File: src/rtl/fv_pkg.sv
// Shared FV scheme definitions: default moduli, decode FSM states and
// width helpers for the scale-and-round decode path.
package fv_pkg;

   localparam int FV_N_DEF  = 4;
   localparam int FV_QW_DEF = 5;
   localparam int FV_Q_DEF  = 29;
   localparam int FV_T_DEF  = 4;

   typedef enum logic [1:0] {IDLE, DIV, OUT} fv_dec_state_e;

   // Quotient bits needed to hold floor((x*T + Q/2)/Q), which can reach T.
   function automatic int fv_quw(input int t);
      return $clog2(t + 1);
   endfunction

   // Numerator width for x*T + floor(Q/2) with x < Q.
   function automatic int fv_numw(input int qw, input int t);
      return qw + $clog2(t + 1);
   endfunction

endpackage

File: src/rtl/fv_const_div.sv
// Restoring divider by a constant divisor, one quotient bit per cycle,
// MSB first. The final quotient is presented on the same cycle as done.
module fv_const_div #(
   parameter int DIVISOR = 29,
   parameter int QUW     = 3,
   parameter int NUMW    = 8
) (
   input  logic            clk,
   input  logic            s_rst_n,
   input  logic            start,
   input  logic [NUMW-1:0] num,
   output logic            busy,
   output logic            done,
   output logic [QUW-1:0]  quotient
);

   localparam int KW = (QUW > 1) ? $clog2(QUW) : 1;
   localparam logic [NUMW-1:0] DIV_C = NUMW'(DIVISOR);

   logic [NUMW-1:0] rem_q, rem_d, dsh;
   logic [QUW-1:0]  quo_q, quo_d;
   logic [KW-1:0]   k_q, k_d;
   logic            busy_q, busy_d;

   // One restoring step per cycle: trial-subtract DIVISOR<<k from the remainder.
   always_comb begin
      rem_d  = rem_q;
      quo_d  = quo_q;
      k_d    = k_q;
      busy_d = busy_q;
      done   = 1'b0;
      dsh    = DIV_C << k_q;
      if (start) begin
         rem_d  = num;
         quo_d  = '0;
         k_d    = KW'(QUW - 1);
         busy_d = 1'b1;
      end else if (busy_q) begin
         if (rem_q >= dsh) begin
            rem_d      = rem_q - dsh;
            quo_d[k_q] = 1'b1;
         end
         if (k_q == '0) begin
            busy_d = 1'b0;
            done   = 1'b1;
         end else begin
            k_d = k_q - KW'(1);
         end
      end
   end

   // Divider state registers.
   always_ff @(posedge clk) begin
      if (!s_rst_n) begin
         rem_q  <= '0;
         quo_q  <= '0;
         k_q    <= '0;
         busy_q <= 1'b0;
      end else begin
         rem_q  <= rem_d;
         quo_q  <= quo_d;
         k_q    <= k_d;
         busy_q <= busy_d;
      end
   end

   assign busy     = busy_q;
   assign quotient = quo_d;

endmodule

File: src/rtl/fv_scale_round.sv
// FV decode stage: m = round(T*x/Q) mod T over a framed coefficient stream,
// with a bit-serial divider and full valid/ready handshakes on both sides.
module fv_scale_round
   import fv_pkg::*;
#(
   parameter int N  = FV_N_DEF,
   parameter int QW = FV_QW_DEF,
   parameter int Q  = FV_Q_DEF,
   parameter int T  = FV_T_DEF,
   parameter int TW = $clog2(T)
) (
   input  logic          clk,
   input  logic          s_rst_n,
   input  logic          c_vld,
   output logic          c_rdy,
   input  logic          c_last,
   input  logic [QW-1:0] c_data,
   output logic          m_vld,
   input  logic          m_rdy,
   output logic          m_last,
   output logic [TW-1:0] m_data,
   output logic          err
);

   localparam int QUW  = fv_quw(T);
   localparam int NUMW = fv_numw(QW, T);
   localparam int CW   = (N > 1) ? $clog2(N) : 1;
   localparam logic [QW-1:0]   Q_C    = QW'(Q);
   localparam logic [NUMW-1:0] T_C    = NUMW'(T);
   localparam logic [NUMW-1:0] HALF_C = NUMW'(Q / 2);
   localparam logic [QUW-1:0]  TQ_C   = QUW'(T);
   localparam logic [CW-1:0]   LAST_C = CW'(N - 1);

   fv_dec_state_e   state_q, state_d;
   logic            vld_q, vld_d;
   logic            last_q, last_d;
   logic [TW-1:0]   data_q, data_d;
   logic            err_q, err_d;
   logic [CW-1:0]   cnt_q, cnt_d;
   logic [QW-1:0]   xr;
   logic [NUMW-1:0] num;
   logic            accept, div_busy, div_done;
   logic [QUW-1:0]  div_quo;

   // Input is held to IDLE and forced low during reset so nothing is accepted.
   assign c_rdy  = s_rst_n && (state_q == IDLE) && !div_busy;
   assign accept = c_vld && c_rdy;

   // Single conditional subtract brings x into [0, Q); then scale and add Q/2.
   always_comb begin
      xr  = (c_data >= Q_C) ? c_data - Q_C : c_data;
      num = NUMW'(xr) * T_C + HALF_C;
   end

   fv_const_div #(
      .DIVISOR (Q),
      .QUW     (QUW),
      .NUMW    (NUMW)
   ) u_div (
      .clk      (clk),
      .s_rst_n  (s_rst_n),
      .start    (accept),
      .num      (num),
      .busy     (div_busy),
      .done     (div_done),
      .quotient (div_quo)
   );

   // Handshake FSM, output register and framing check.
   always_comb begin
      state_d = state_q;
      last_d  = last_q;
      data_d  = data_q;
      err_d   = err_q;
      cnt_d   = cnt_q;
      case (state_q)
         IDLE: if (accept) begin
            state_d = DIV;
            last_d  = c_last;
         end
         DIV: if (div_done) begin
            state_d = OUT;
            // y == T is the rounding wrap back to zero.
            data_d  = (div_quo == TQ_C) ? '0 : div_quo[TW-1:0];
         end
         OUT: if (m_rdy) state_d = IDLE;
         default: state_d = IDLE;
      endcase
      vld_d = (state_d == OUT);
      if (accept) begin
         if (c_last) begin
            if (cnt_q != LAST_C) err_d = 1'b1;
            cnt_d = '0;
         end else if (cnt_q == LAST_C) begin
            err_d = 1'b1;
            cnt_d = '0;
         end else begin
            cnt_d = cnt_q + CW'(1);
         end
      end
   end

   // State and registered outputs.
   always_ff @(posedge clk) begin
      if (!s_rst_n) begin
         state_q <= IDLE;
         vld_q   <= 1'b0;
         last_q  <= 1'b0;
         data_q  <= '0;
         err_q   <= 1'b0;
         cnt_q   <= '0;
      end else begin
         state_q <= state_d;
         vld_q   <= vld_d;
         last_q  <= last_d;
         data_q  <= data_d;
         err_q   <= err_d;
         cnt_q   <= cnt_d;
      end
   end

   assign m_vld  = vld_q;
   assign m_last = last_q;
   assign m_data = data_q;
   assign err    = err_q;

endmodule
File: config.mk
export PLATFORM = sky130hd
export DESIGN_NAME = fv_scale_round
export DESIGN_NICKNAME = d
export VERILOG_FILES = /design/src/rtl/fv_pkg.sv /design/src/rtl/fv_const_div.sv /design/src/rtl/fv_scale_round.sv
export SDC_FILE = /design/constraint.sdc
export NUM_CORES = 1
export LEC_CHECK = 0
export ABC_AREA = 1
export ABC_CLOCK_PERIOD_IN_PS = 2600
export CAP_MARGIN = 20
export CORE_MARGIN = 2
export CORE_UTILIZATION = 45
export DETAILED_ROUTE_END_ITERATION = 12
export GPL_TIMING_DRIVEN = 0
export HOLD_SLACK_MARGIN = 0.08
export PLACE_DENSITY = 0.66
export SYNTH_ARGS = -nofsm -noshare
export SYNTH_HDL_FRONTEND = slang
export SYNTH_SLANG_ARGS = --single-unit
File: constraint.sdc
create_clock -name clk -period 2.6 [get_ports clk]
set_input_delay 0.26 -clock clk [delete_from_list [all_inputs] [get_ports clk]]
set_output_delay 0.26 -clock clk [all_outputs]
set_load 0.02 [all_outputs]
==> reports/results.txt <==
run status: finished clean
RSZ-0062 raised after global routing: no
CTS sink count: 22
worst-path fanout max: 10
Register-to-Register Path Depth: 15
hold crit path type: in2reg
Slew HR: 67.1%
setup TNS: 0 ns
total power draw: 0.893 mW
Sw Ratio: 31.0%
arrival time at the worst endpoint: 2.58 ns
initial antenna violation count: 0
sequential share of power: 41.5%
post-route ant nets: 0
cts hold-fix bufs: 0
number of global-route vias before repair: 1332
pwr/cell area: 503 mW/mm2
Hold Vio Cnt, Final: 0
cell accounting for the most synthesized area: dfxtp_1
Final Hold Slack: 0.264 ns
NumNets Final: 262
worst flop-to-flop path endpoint: u_div.rem_q[1]
Pre-Repair DR Iteration Count: 4
Layout area overhead: 16.4%
# H-tree levels: 1
syn_nets: 243
CORE AREA: 0.00328 mm2
Post-CTS Repair Setup Buffers: 0
R2R setup slack: 0.23 ns
detailed-route wire length per cell: 11.2 um
worst-margin pin slew: 0.494 ns
pin count of the biggest net entering global routing: 14
GP Congestion: 0.818
Synth cell types: 31
Yosys warnings: 0
Detail Placement HPWL: 2520 um
total wire length: 3180 um
first-pass GRT wire length: 5800 um
Area contributors post-synth: dfxtp_1, nand2_1, ha_1, inv_1, nor2_1
crit path from: u_div.k_q[1]
TritonCTS clock tree: yes
clock network fraction of total power: 30.6%
area share of the largest cell type after synthesis: 28.9%
period utilisation layout: 91.2%
reg2reg start: u_div.k_q[1]
Synth Cell Area: 0.00153 mm2
die height: 62.2 um
maximum root-to-sink buffer count: 2
Synth Instances: 220
Worst EP required: 2.81 ns
nature of the critical path endpoint: register
Worst Path Class, Setup: reg2reg
Power Internal: 0.616 mW
Post-Syn Area per Cell: 6.93 um2
Starting DRT DRC Count: 47
minimum clock period: 2.37 ns
Combinational Power Share: 27.9%
critical path capture point: u_div.rem_q[1]
most frequent cells in the layout: nand2_1, inv_1, dfxtp_1
Final Max Tran Viols: 0
most common cell after layout, fill and taps aside: nand2_1
final-layout fill cell count: 345
Clock Latency Late Sink: 0.32 ns
GR Overflow Total: 0
Clock Skews: 0.00243 ns
CTS buffer count: 3
# rows: 21
post_cts resized: 0
VDD IR max: 0.357 mV
via-per-instance ratio: 4.77
fmax: 422 MHz
gr usage total: 18.6%
Max-Cap Viols: 0
# diodes: 0
Initial Utilization: 46.4%
NetSw: 0.277 mW
Seq/Total Area, Yosys: 28.9%
vias: 1354
Die ar.: 0.00387 mm2
io pins: 16
placed inst area: 0.00172 mm2
I/O Buffers: 14
register bit count reported by yosys: 22
Reg clk slew, reported paths: 0.13 ns
DRC violations left: 0
Finished Cell Area: 0.00178 mm2
LEAKAGE: 0.911 nW
clock root cell: clkbuf_4
Final setup violation count: 0
layout cells sized above 1: 10.5%
Die Wd: 62.2 um
crit start category: register
## cells by family (layout without fill, tap and decap cells)
group                      count (synthesis)  after routing  share of synthesized area (%)
adders and majority gates                 13             13                           11.2
and+or+nand+nor                           95             95                           28.7
buffers and inverters                     46             64                           12.7
DFF                                       22             22                           28.9
xor gates and xnor gates                   5              5                           2.87
AOI/OAI and AO/OA                         39             39                           15.7
## layout make-up
type	instances	area (um2)	area share, %
clock buffers	3	22.5	1.27
flip-flops and latches	22	440	24.8
plain buffers	5	35.0	1.97
multi-input cells	152	891	50.2
well taps	46	57.6	3.24
repair buffers	14	140	7.89
inverters	41	159	8.95
clock inverters	1	30.0	1.69
## state kept, by name, indices dropped and copies added (netlist names)
signal,count
u_div.rem_q,8
u_div.k_q,2
cnt_q,2
m_data,2
err,1
state_q,2
u_div.busy,1
u_div.quo_q,2
m_last,1
m_vld,1
## cell usage after synthesis
library cell / count
nand2_4: 1
fa_1: 1
nand3b_1: 2
ha_1: 12
a22o_1: 1
nor4_4: 1
inv_2: 2
o21ai_1: 3
nor2_2: 1
o211ai_2: 1
xor2_1: 5
a21oi_1: 13
o21bai_1: 2
clkinv_4: 1
inv_1: 38
buf_6: 2
nand3_2: 2
nand2_1: 47
o21ai_2: 3
nor2_1: 21
nand4_1: 3
nand2_2: 4
a21oi_2: 2
clkbuf_1: 2
nand3_1: 13
o211ai_1: 1
o211a_1: 1
o21ai_0: 11
a31oi_1: 1
buf_2: 1
dfxtp_1: 22
## worst max-delay path, stage by stage (launching register included)
cell      delay (ns)
dfxtp_1         0.33
clkbuf_1        0.27
nor2_1          0.12
ha_1            0.24
fa_1            0.42
inv_1           0.07
nand2_1         0.06
nand3_2         0.09
nand2_1         0.07
nand3_2         0.10
nand2_2         0.08
nand2_2         0.08
buf_6           0.15
inv_2           0.06
nand2_1         0.07
a21oi_2         0.05
## how the worst min path moves through the flow
stage | endpoint | cells after the start | startpoint | slack [ns]
2_1_floorplan | u_div.quo_q[0] | 2 | u_div.quo_q[0] | 0.42
3_3_place_gp | u_div.quo_q[0] | 2 | u_div.quo_q[0] | 0.44
3_5_place_dp | u_div.quo_q[0] | 2 | u_div.quo_q[0] | 0.45
4_1_cts | u_div.rem_q[5] | 3 | s_rst_n | 0.27
5_1_grt | m_last | 2 | s_rst_n | 0.29
6_report | u_div.rem_q[5] | 3 | s_rst_n | 0.26
## routing by layer
| layer | global-route usage [%] | vias to the layer above | wire length [um] |
|---|---|---|---|
| met2 | 31.3 | 10 | 1460 |
| met5 | 0 | - | 0 |
| met1 | 24.3 | 601 | 1590 |
| li1 | - | 738 | - |
| met4 | 5.00 | 0 | 37 |
| met3 | 3.99 | 5 | 89 |
## power groups by stage
stage               registers (mW)  logic (mW)  clock network, mW
finish                       0.370       0.249              0.274
global route                 0.374       0.287              0.285
CTS                          0.371       0.251              0.282
detailed placement           0.378       0.250                  0
global placement             0.378       0.247                  0
floorplan                    0.378       0.186                  0
## stage by stage
step | utilization [%] | setup WS [ns] | cells
6_report | 54.1 | 0.228 | 284
5_1_grt | 54.1 | 0.0156 | 284
4_1_cts | 54.1 | 0.226 | 284
3_5_place_dp | 52.5 | 0.243 | 280
3_3_place_gp | 52.5 | 0.259 | 280
2_1_floorplan | - | 0.545 | 220
(Power assumes the default switching activity.)
